==> config.mk <==
export PLATFORM = sky130hd
export DESIGN_NAME = r200fetchctl_flat
export DESIGN_NICKNAME = d
export VERILOG_FILES = /design/src/rtl/r200fetchctl_if.sv /design/src/rtl/r200fetchctl.sv /design/src/flat_wrapper.sv
export SDC_FILE = /design/constraint.sdc
export NUM_CORES = 1
export LEC_CHECK = 0
export ABC_AREA = 1
export ABC_CLOCK_PERIOD_IN_PS = 4800
export BUFFER_PORTS_ARGS = -buffer_cell sky130_fd_sc_hd__buf_2
export CAP_MARGIN = 10
export CORE_ASPECT_RATIO = 0.7
export CORE_MARGIN = 5
export CORE_UTILIZATION = 51
export DETAILED_ROUTE_END_ITERATION = 10
export PLACE_DENSITY = 0.85
export SLEW_MARGIN = 20
export SYNTH_ARGS = -nofsm -noshare
export SYNTH_HDL_FRONTEND = slang
export SYNTH_SLANG_ARGS = --single-unit
==> constraint.sdc <==
create_clock -name clk -period 4.8 [get_ports clk]
set_clock_uncertainty 0.15 [all_clocks]
set_input_delay 0.24 -clock clk [delete_from_list [all_inputs] [get_ports clk]]
set_output_delay 0.24 -clock clk [all_outputs]
set_load 0.1 [all_outputs]
==> src/rtl/r200fetchctl_if.sv <==
// r200fetchctl_if: fetch-control bundle between the r200 sequencing controller
// and the fetch / IF-ID stages.
//   Requests into the controller : br_taken, jump, stall_req, halt, pc_cur[31:0]
//   Controls out of the controller: pcsel[1:0], pc_hold[31:0], pc_rst,
//                                   ifid_en, ifid_flush, halted
//   Performance counters          : stall_cnt, redirect_cnt [CNTW-1:0]
// Modport master is the controller side; slave is the pipeline side.
interface r200fetchctl_if #(
  parameter int unsigned CNTW = 16
);
  logic            br_taken;
  logic            jump;
  logic            stall_req;
  logic            halt;
  logic [31:0]     pc_cur;
  logic [1:0]      pcsel;
  logic [31:0]     pc_hold;
  logic            pc_rst;
  logic            ifid_en;
  logic            ifid_flush;
  logic            halted;
  logic [CNTW-1:0] stall_cnt;
  logic [CNTW-1:0] redirect_cnt;

  modport master (
    input  br_taken, jump, stall_req, halt, pc_cur,
    output pcsel, pc_hold, pc_rst, ifid_en, ifid_flush, halted,
           stall_cnt, redirect_cnt
  );

  modport slave (
    output br_taken, jump, stall_req, halt, pc_cur,
    input  pcsel, pc_hold, pc_rst, ifid_en, ifid_flush, halted,
           stall_cnt, redirect_cnt
  );
endinterface

==> src/rtl/r200fetchctl.sv <==
// r200fetchctl: sequencing controller for the r200 instruction-fetch stage.
// Arbitrates boot, branch/jump redirects, hazard stalls and halt, and keeps
// saturating stall/redirect counters.
//   clk  : system clock, all state on rising edge
//   rst  : synchronous, active-low reset
//   bus  : r200fetchctl_if.master (requests in, PC-select / IF-ID controls and
//          counters out)
module r200fetchctl #(
  parameter int unsigned BOOT_CYCLES  = 2,
  parameter int unsigned FLUSH_CYCLES = 1,
  parameter int unsigned CNTW         = 16
) (
  input  logic           clk,
  input  logic           rst,
  r200fetchctl_if.master bus
);

  localparam int unsigned BW = (BOOT_CYCLES  > 1) ? $clog2(BOOT_CYCLES)  : 1;
  localparam int unsigned FW = (FLUSH_CYCLES > 1) ? $clog2(FLUSH_CYCLES) : 1;

  typedef enum logic [1:0] {
    BOOT  = 2'd0,
    RUN   = 2'd1,
    FLUSH = 2'd2,
    HALT  = 2'd3
  } state_t;

  state_t          state;
  state_t          state_nxt;
  logic [BW-1:0]   boot_cnt;
  logic [FW-1:0]   flush_cnt;
  logic [CNTW-1:0] stall_q;
  logic [CNTW-1:0] redirect_q;

  logic            redirect;
  logic            stall_hit;
  logic [1:0]      pcsel;
  logic            ifid_en;
  logic            ifid_flush;

  // Only RUN acts on requests; halt outranks redirects, which outrank stalls.
  always_comb begin
    redirect  = 1'b0;
    stall_hit = 1'b0;
    if (state == RUN && !bus.halt) begin
      redirect  = bus.br_taken || bus.jump;
      stall_hit = !redirect && bus.stall_req;
    end
  end

  // State register and counters
  always_ff @(posedge clk) begin
    if (!rst) begin
      state      <= BOOT;
      boot_cnt   <= BW'(BOOT_CYCLES - 1);
      flush_cnt  <= '0;
      stall_q    <= '0;
      redirect_q <= '0;
    end else begin
      state <= state_nxt;
      if (state == BOOT && boot_cnt != '0)
        boot_cnt <= boot_cnt - 1'b1;
      if (redirect)
        flush_cnt <= FW'(FLUSH_CYCLES - 1);
      else if (state == FLUSH && flush_cnt != '0)
        flush_cnt <= flush_cnt - 1'b1;
      if (stall_hit && stall_q != '1)
        stall_q <= stall_q + 1'b1;
      if (redirect && redirect_q != '1)
        redirect_q <= redirect_q + 1'b1;
    end
  end

  // Next-state logic
  always_comb begin
    state_nxt = state;
    case (state)
      BOOT:  if (boot_cnt == '0) state_nxt = RUN;
      RUN: begin
        if (bus.halt)                     state_nxt = HALT;
        else if (bus.br_taken || bus.jump) state_nxt = FLUSH;
      end
      FLUSH: begin
        if (bus.halt)            state_nxt = HALT;
        else if (flush_cnt == '0) state_nxt = RUN;
      end
      HALT:  state_nxt = HALT;
      default: state_nxt = BOOT;
    endcase
  end

  // Output logic
  always_comb begin
    pcsel      = 2'b00;
    ifid_en    = 1'b0;
    ifid_flush = 1'b1;
    case (state)
      BOOT: begin
        pcsel      = 2'b00;
        ifid_en    = 1'b0;
        ifid_flush = 1'b1;
      end
      RUN: begin
        if (bus.halt) begin
          pcsel      = 2'b11;
          ifid_en    = 1'b0;
          ifid_flush = 1'b1;
        end else if (bus.br_taken) begin
          pcsel      = 2'b01;
          ifid_en    = 1'b1;
          ifid_flush = 1'b1;
        end else if (bus.jump) begin
          pcsel      = 2'b10;
          ifid_en    = 1'b1;
          ifid_flush = 1'b1;
        end else if (bus.stall_req) begin
          pcsel      = 2'b11;
          ifid_en    = 1'b0;
          ifid_flush = 1'b0;
        end else begin
          pcsel      = 2'b00;
          ifid_en    = 1'b1;
          ifid_flush = 1'b0;
        end
      end
      FLUSH: begin
        if (bus.halt) begin
          pcsel      = 2'b11;
          ifid_en    = 1'b0;
          ifid_flush = 1'b1;
        end else begin
          pcsel      = 2'b00;
          ifid_en    = 1'b1;
          ifid_flush = 1'b1;
        end
      end
      HALT: begin
        pcsel      = 2'b11;
        ifid_en    = 1'b0;
        ifid_flush = 1'b1;
      end
      default: ;
    endcase
  end

  assign bus.pcsel        = pcsel;
  assign bus.ifid_en      = ifid_en;
  assign bus.ifid_flush   = ifid_flush;
  assign bus.pc_hold      = bus.pc_cur;
  assign bus.pc_rst       = (state == BOOT);
  assign bus.halted       = (state == HALT);
  assign bus.stall_cnt    = stall_q;
  assign bus.redirect_cnt = redirect_q;

endmodule

==> src/flat_wrapper.sv <==
// flat-port wrapper written by rule: the top's interface ports become plain ports
module r200fetchctl_flat 
#(
  parameter int unsigned BOOT_CYCLES  = 2,
  parameter int unsigned FLUSH_CYCLES = 1,
  parameter int unsigned CNTW         = 16
)
  (clk, rst, bus_br_taken, bus_jump, bus_stall_req, bus_halt, bus_pc_cur, bus_pcsel, bus_pc_hold, bus_pc_rst, bus_ifid_en, bus_ifid_flush, bus_halted, bus_stall_cnt, bus_redirect_cnt);
  r200fetchctl_if #(.CNTW(CNTW)) bus_i ();
  input  logic clk;
  input  logic rst;
  input wire logic [$bits(bus_i.br_taken)-1:0] bus_br_taken;
  input wire logic [$bits(bus_i.jump)-1:0] bus_jump;
  input wire logic [$bits(bus_i.stall_req)-1:0] bus_stall_req;
  input wire logic [$bits(bus_i.halt)-1:0] bus_halt;
  input wire logic [$bits(bus_i.pc_cur)-1:0] bus_pc_cur;
  output wire logic [$bits(bus_i.pcsel)-1:0] bus_pcsel;
  output wire logic [$bits(bus_i.pc_hold)-1:0] bus_pc_hold;
  output wire logic [$bits(bus_i.pc_rst)-1:0] bus_pc_rst;
  output wire logic [$bits(bus_i.ifid_en)-1:0] bus_ifid_en;
  output wire logic [$bits(bus_i.ifid_flush)-1:0] bus_ifid_flush;
  output wire logic [$bits(bus_i.halted)-1:0] bus_halted;
  output wire logic [$bits(bus_i.stall_cnt)-1:0] bus_stall_cnt;
  output wire logic [$bits(bus_i.redirect_cnt)-1:0] bus_redirect_cnt;
  assign bus_i.br_taken = bus_br_taken;
  assign bus_i.jump = bus_jump;
  assign bus_i.stall_req = bus_stall_req;
  assign bus_i.halt = bus_halt;
  assign bus_i.pc_cur = bus_pc_cur;
  assign bus_pcsel = bus_i.pcsel;
  assign bus_pc_hold = bus_i.pc_hold;
  assign bus_pc_rst = bus_i.pc_rst;
  assign bus_ifid_en = bus_i.ifid_en;
  assign bus_ifid_flush = bus_i.ifid_flush;
  assign bus_halted = bus_i.halted;
  assign bus_stall_cnt = bus_i.stall_cnt;
  assign bus_redirect_cnt = bus_i.redirect_cnt;
  r200fetchctl #(.BOOT_CYCLES(BOOT_CYCLES), .FLUSH_CYCLES(FLUSH_CYCLES), .CNTW(CNTW)) u_core (.clk(clk), .rst(rst), .bus(bus_i));
endmodule
* Word-level counts from Yosys, hierarchy flattened
Index checks and enable logic that the tools add are counted.
W data, S select, Z words.
** Storage, ports and cells
- Register bits :: 36
- Output and inout port bits :: 70
- Logic and storage cells :: 56
** Cells by class
- Add/sub/neg operators :: 4
- Eq/ne operators :: 8
- Multiplexer cells :: 24
- Bitwise gates (word level) :: 1
- Reductions and logical operators :: 14
** Operators with widths (number)
- $add A16 B1 Y16 const B :: 2
- $ne A16 B16 Y1 const B :: 2
- $mux W2 :: 10
- $pmux W2 S4 :: 2
- $mux W1 :: 10
- $logic_and A1 B1 Y1 :: 6
- $ne A3 B3 Y1 const B :: 2
- $eq A2 B2 Y1 const B :: 2
- $reduce_or A2 Y1 :: 2
- $pmux W1 S3 :: 1
- $reduce_and A3 Y1 :: 1
- $reduce_or A3 Y1 :: 1
- $eq A2 B1 Y1 const B :: 1
- $logic_not A1 Y1 :: 2
- $logic_not A2 Y1 :: 1
- $ne A2 B2 Y1 const B :: 1
- $pmux W1 S2 :: 1
- $sub A1 B1 Y1 const B :: 2
- $logic_or A1 B1 Y1 :: 1
- $not A1 Y1 :: 1

* Logic depth before layout (Yosys ltp)
- Word-level depth :: 5
- Gate-level depth with buffers :: 9
- Mapped depth without buffers :: 9

* Least setup slack after synthesis
No wires, ideal clock.
- Kind :: register to output
- Start point :: reg u_core.state[0]
- End point :: out bus_ifid_en
- Arrival :: 2.696 ns
- Path slack :: 1.714 ns
- Cell stages (with the launch flop) :: 4
- Buffers on the path :: 1
- Cells stage by stage :: dfxtp_1 buf_4 nand3_4 o21ai_0
** On the way
- Longest elaborated chain between the ends :: 3
- Elaborated cells between the ends (all ways) :: 6
- Those cells by class :: eq/ne: 3; mux: 1; reduce/logical: 2
** Ends and longest elaborated chain
- start, declared :: RTL line r200fetchctl.sv:28 : state_t state;
- start signal, assigned :: RTL line r200fetchctl.sv:60 : state <= state_nxt;
- $eq A2 B2 Y1 / $logic_not A2 Y1 (equally long branches) :: RTL line r200fetchctl.sv:97 : case (state)
- $reduce_or A2 Y1 (no source line)
- $pmux W1 S3 * :: RTL line r200fetchctl.sv:97
- end, declared :: RTL line flat_wrapper.sv:20 : output wire logic [$bits(bus_i.ifid_en)-1:0] bus_ifid_en;
Mark *: on every way between the ends. The rest lies on a longest branch, timed or not.

* Worst setup path in the final report
- Start point :: reg u_core.redirect_q[0] (netlist: u_core.bus.redirect_cnt[0])
- End point :: reg u_core.redirect_q[10] (netlist: u_core.bus.redirect_cnt[10])
** On the way
- Longest elaborated chain between the ends :: 2
- Elaborated cells between the ends (all ways) :: 3
- Those cells by class :: add/sub: 1; eq/ne: 1; reduce/logical: 1
** Ends and longest elaborated chain
- start, declared :: RTL line r200fetchctl.sv:33 : logic [CNTW-1:0] redirect_q;
- start signal, assigned :: RTL line r200fetchctl.sv:70 : redirect_q <= redirect_q + 1'b1;
- parallel branches: the longest is 2 deep, another holds $add A16 B1 Y16
Several ways; the timed one is not identified.
A chain may end at the register's enable or synchronous reset.

==> flow_summary.toml <==
[sta]
final_min_period_ps = 2243
finalSetupViolCount = 0
pins_over_slew_limit = 0
timing.final.ws_setup_ps = 2557
hold_viol = 0
setup_tns_ps = 0
min_period_over_period_pct = 46.72
maxClockFrequency_mhz = 445.9
unrepaired_setup_endpoints_after_global_routing = "no"
worst_hold_slack_ps = 230.4
tightest_slew_ps = 875.2
timing.max_slew.rel_slack_pct = 41.48

[cts]
clock_tree.buffer_depth = 2
cts_repair_resize_count = 0
clock_insertion_delay_worst_skew_ps = 290
ctsRootBufferMaster = "sky130_fd_sc_hd__clkbuf_8"
numCtsBuffers = 5
postCtsSetupRepairBufs = 0
cts_hold_buffers = 0
cts.sink_count = 36
htree_num_levels = 2
cts.reportedPaths.clkPinSlew_ps = 80
tritoncts = "built"

[grt]
grt_pass1_vias = 2062
grt-ovfl-total = 0
grt_antenna_before_repair = 0
grt.total_usage_pct = 18.60
grt_start_max_net_pins = 27
grt_pass1_wl_um = 9446

[logic_synthesis]
synth.cells.most_frequent = "sky130_fd_sc_hd__nand2_1, sky130_fd_sc_hd__nor2_1, sky130_fd_sc_hd__dfxtp_1, sky130_fd_sc_hd__buf_4, sky130_fd_sc_hd__nand3_1"
yosys_register_bits = 36
synthDominantAreaCellType = "sky130_fd_sc_hd__dfxtp_1"
post_synth_edffs = 0
synthArstFlopShare_pct = 0
dominantRegCellSynth = "sky130_fd_sc_hd__dfxtp_1"
postSynthNetCount = 420
synth_area_sq_um = 2429
yosys.cell_types.count = 29
seq_area_frac_synth_pct = 29.68
post_synth_inst_count = 380
synth_top_cell_area_share_pct = 29.68
yosys.cell_count.top_type = "sky130_fd_sc_hd__nand2_1"
ys_top_cells_by_area = "sky130_fd_sc_hd__dfxtp_1, sky130_fd_sc_hd__nand2_1, sky130_fd_sc_hd__nor2_1"
synth.avg_cell_area_sq_um = 6.391
ys.warnings.count = 0

[pwr]
power_mw = 0.7053
power.density_cell_area_nw_per_um2 = 277.8
vdd_drop_max_uv = 109.8
total_leakage_power_nw = 1.079

[finish]
fillers = 427
post-route-util_pct = 53.98
number_of_nets_in_the_final_layout = 431
n_antenna_cell = 0
area_used_by_multi_input_combinational_logic_sq_um = 1316
drive_above_1_share_pct = 18.62
syn2layout_area_growth_pct = 4.534
final_cell_count_no_fill = 449
design_area_sq_um = 2539
regArea_sq_um = 720.7

[die]
floorplan.die_area_sq_um = 6264
initial_utilization_pct = 51.64
num_rows = 21
chipHeight_um = 67.74
design.portCount = 108
design.core.area_sq_um = 4703
die_width_um = 92.48

[detailed_routing]
first_pass_iteration_count_of_the_detailed_router = 5
first_iter_violations = 229
vias_per_cell = 5.285
drc = 0
detail_route.wl_per_cell_um = 12.60
vias = 2373
post_route_wl_um = 5659
final_antenna_net_count = 0

[critical_path]
critical-path-slowest-cell = "sky130_fd_sc_hd__nand4_1"
worstPathBufferInverterCount = 1
critical_path_peak_fanout = 21
worst_setup_path_end_kind = "register"
worstRegToRegCells = 6
cp_data_arrival_time_ps = 2270
path_delay_family = "simple AND/OR/NAND/NOR gates"
critical_path.max_stage_delay_ps = 690
worst_ep_required_time_ps = 4830
startpoint_of_the_worst_setup_timing_path = "u_core.bus.redirect_cnt[0]"
reg2reg_slack_ps = 2560
critical_path.reg2reg.endpoint = "u_core.bus.redirect_cnt[10]"
element_type_at_the_critical_path_start = "register"
critPathKind = "register to register"
reg_to_reg_critical_path_startpoint = "u_core.bus.redirect_cnt[0]"
path_cells = "ha_1 -> nand3_1 -> inv_1 -> nand4_1 -> a21oi_1 -> nor2_1"

[place]
detailedPlace.worstSlack_ps = 2643
detailedPlacementHpwl_um = 4291
place_inst = 441
port-buffer-count = 43
globalplace.congestion = 0.9402
placed_cell_area_sq_um = 2427

[worst_hold_path]
worstHoldPathCells = 4
worst_hold_path_type = "input pin to register"
worst_hold_startpoint = "bus_jump"
hold-path-endpoint = "u_core.state[0]"

[outcome]
status = "finished clean"

[flow_run]
max_cap_violation_count = 0
area by class of cell:
class                      instances  share of cell area, %
sequential                        36                  28.39
tap                               57                  2.809
inverter                          27                  4.091
clock inverter                     3                  1.676
clock buffer                       5                  2.711
timing repair buffer              43                  8.477
multi-input combinational        278                  51.85
cells in the final DEF, fill, tap and decap left out, drive strengths merged:
cell type	count
xor2	3
a21oi	26
nand2	105
dfxtp	36
clkinvlp	1
nand3	33
inv	27
nand4	5
nand3b	1
xnor2	1
clkbuf	5
buf	43
or2	1
o21ai	11
nor2	85
clkinv	1
nor3	4
ha	2
bufinv	1
o21a	1
worst max path at each step:
stage	depth (start not counted)	slack, ps	to
floorplan	3	1710	bus_ifid_en
detailed placement	6	2640	u_core.bus.redirect_cnt[10]
global route	7	2290	u_core.bus.redirect_cnt[1]
CTS	7	2590	u_core.bus.redirect_cnt[10]
finish	6	2560	u_core.bus.redirect_cnt[10]
global placement	6	2730	u_core.bus.redirect_cnt[15]
power by group:
group	total, mW	leakage [nW]	internal (mW)	switching (mW)
combinational	0.126	0.734	0.0234	0.103
clock	0.268	0.0541	0.154	0.114
sequential	0.311	0.291	0.304	0.00784
cells by family (layout without fill, tap and decap cells):
logic type      Yosys count  in the layout  share of synthesized area (%)
flops                    36             36                          29.68
simple gates            234            234                          43.33
compound gates           38             38                          8.398
xor+xnor                  4              4                          1.443
fa+ha+maj                 2              2                          1.030
buf+inv                  66             78                          16.13
state kept, by name, indices dropped and copies added, names as in the netlist:
name / cells
u_core.boot_cnt: 1
u_core.bus.stall_cnt: 16
u_core.bus.redirect_cnt: 16
u_core.flush_cnt: 1
u_core.state: 2
worst register-to-register path, cell delays in order, from the launching register on:
cell and delay, ps:
sky130_fd_sc_hd__dfxtp_1 400, sky130_fd_sc_hd__ha_1 190, sky130_fd_sc_hd__nand3_1 130, sky130_fd_sc_hd__inv_1 120, sky130_fd_sc_hd__nand4_1 690, sky130_fd_sc_hd__a21oi_1 380
sky130_fd_sc_hd__nor2_1 80
routing by layer:
metal | part of all wire, % | track usage (%)
met2 | 42 | 28.55
met1 | 46 | 25.25
met5 | 0 | 0
met3 | 10 | 6.125
met4 | 1.4 | 4.630
Power figures use the tool's default switching activity.
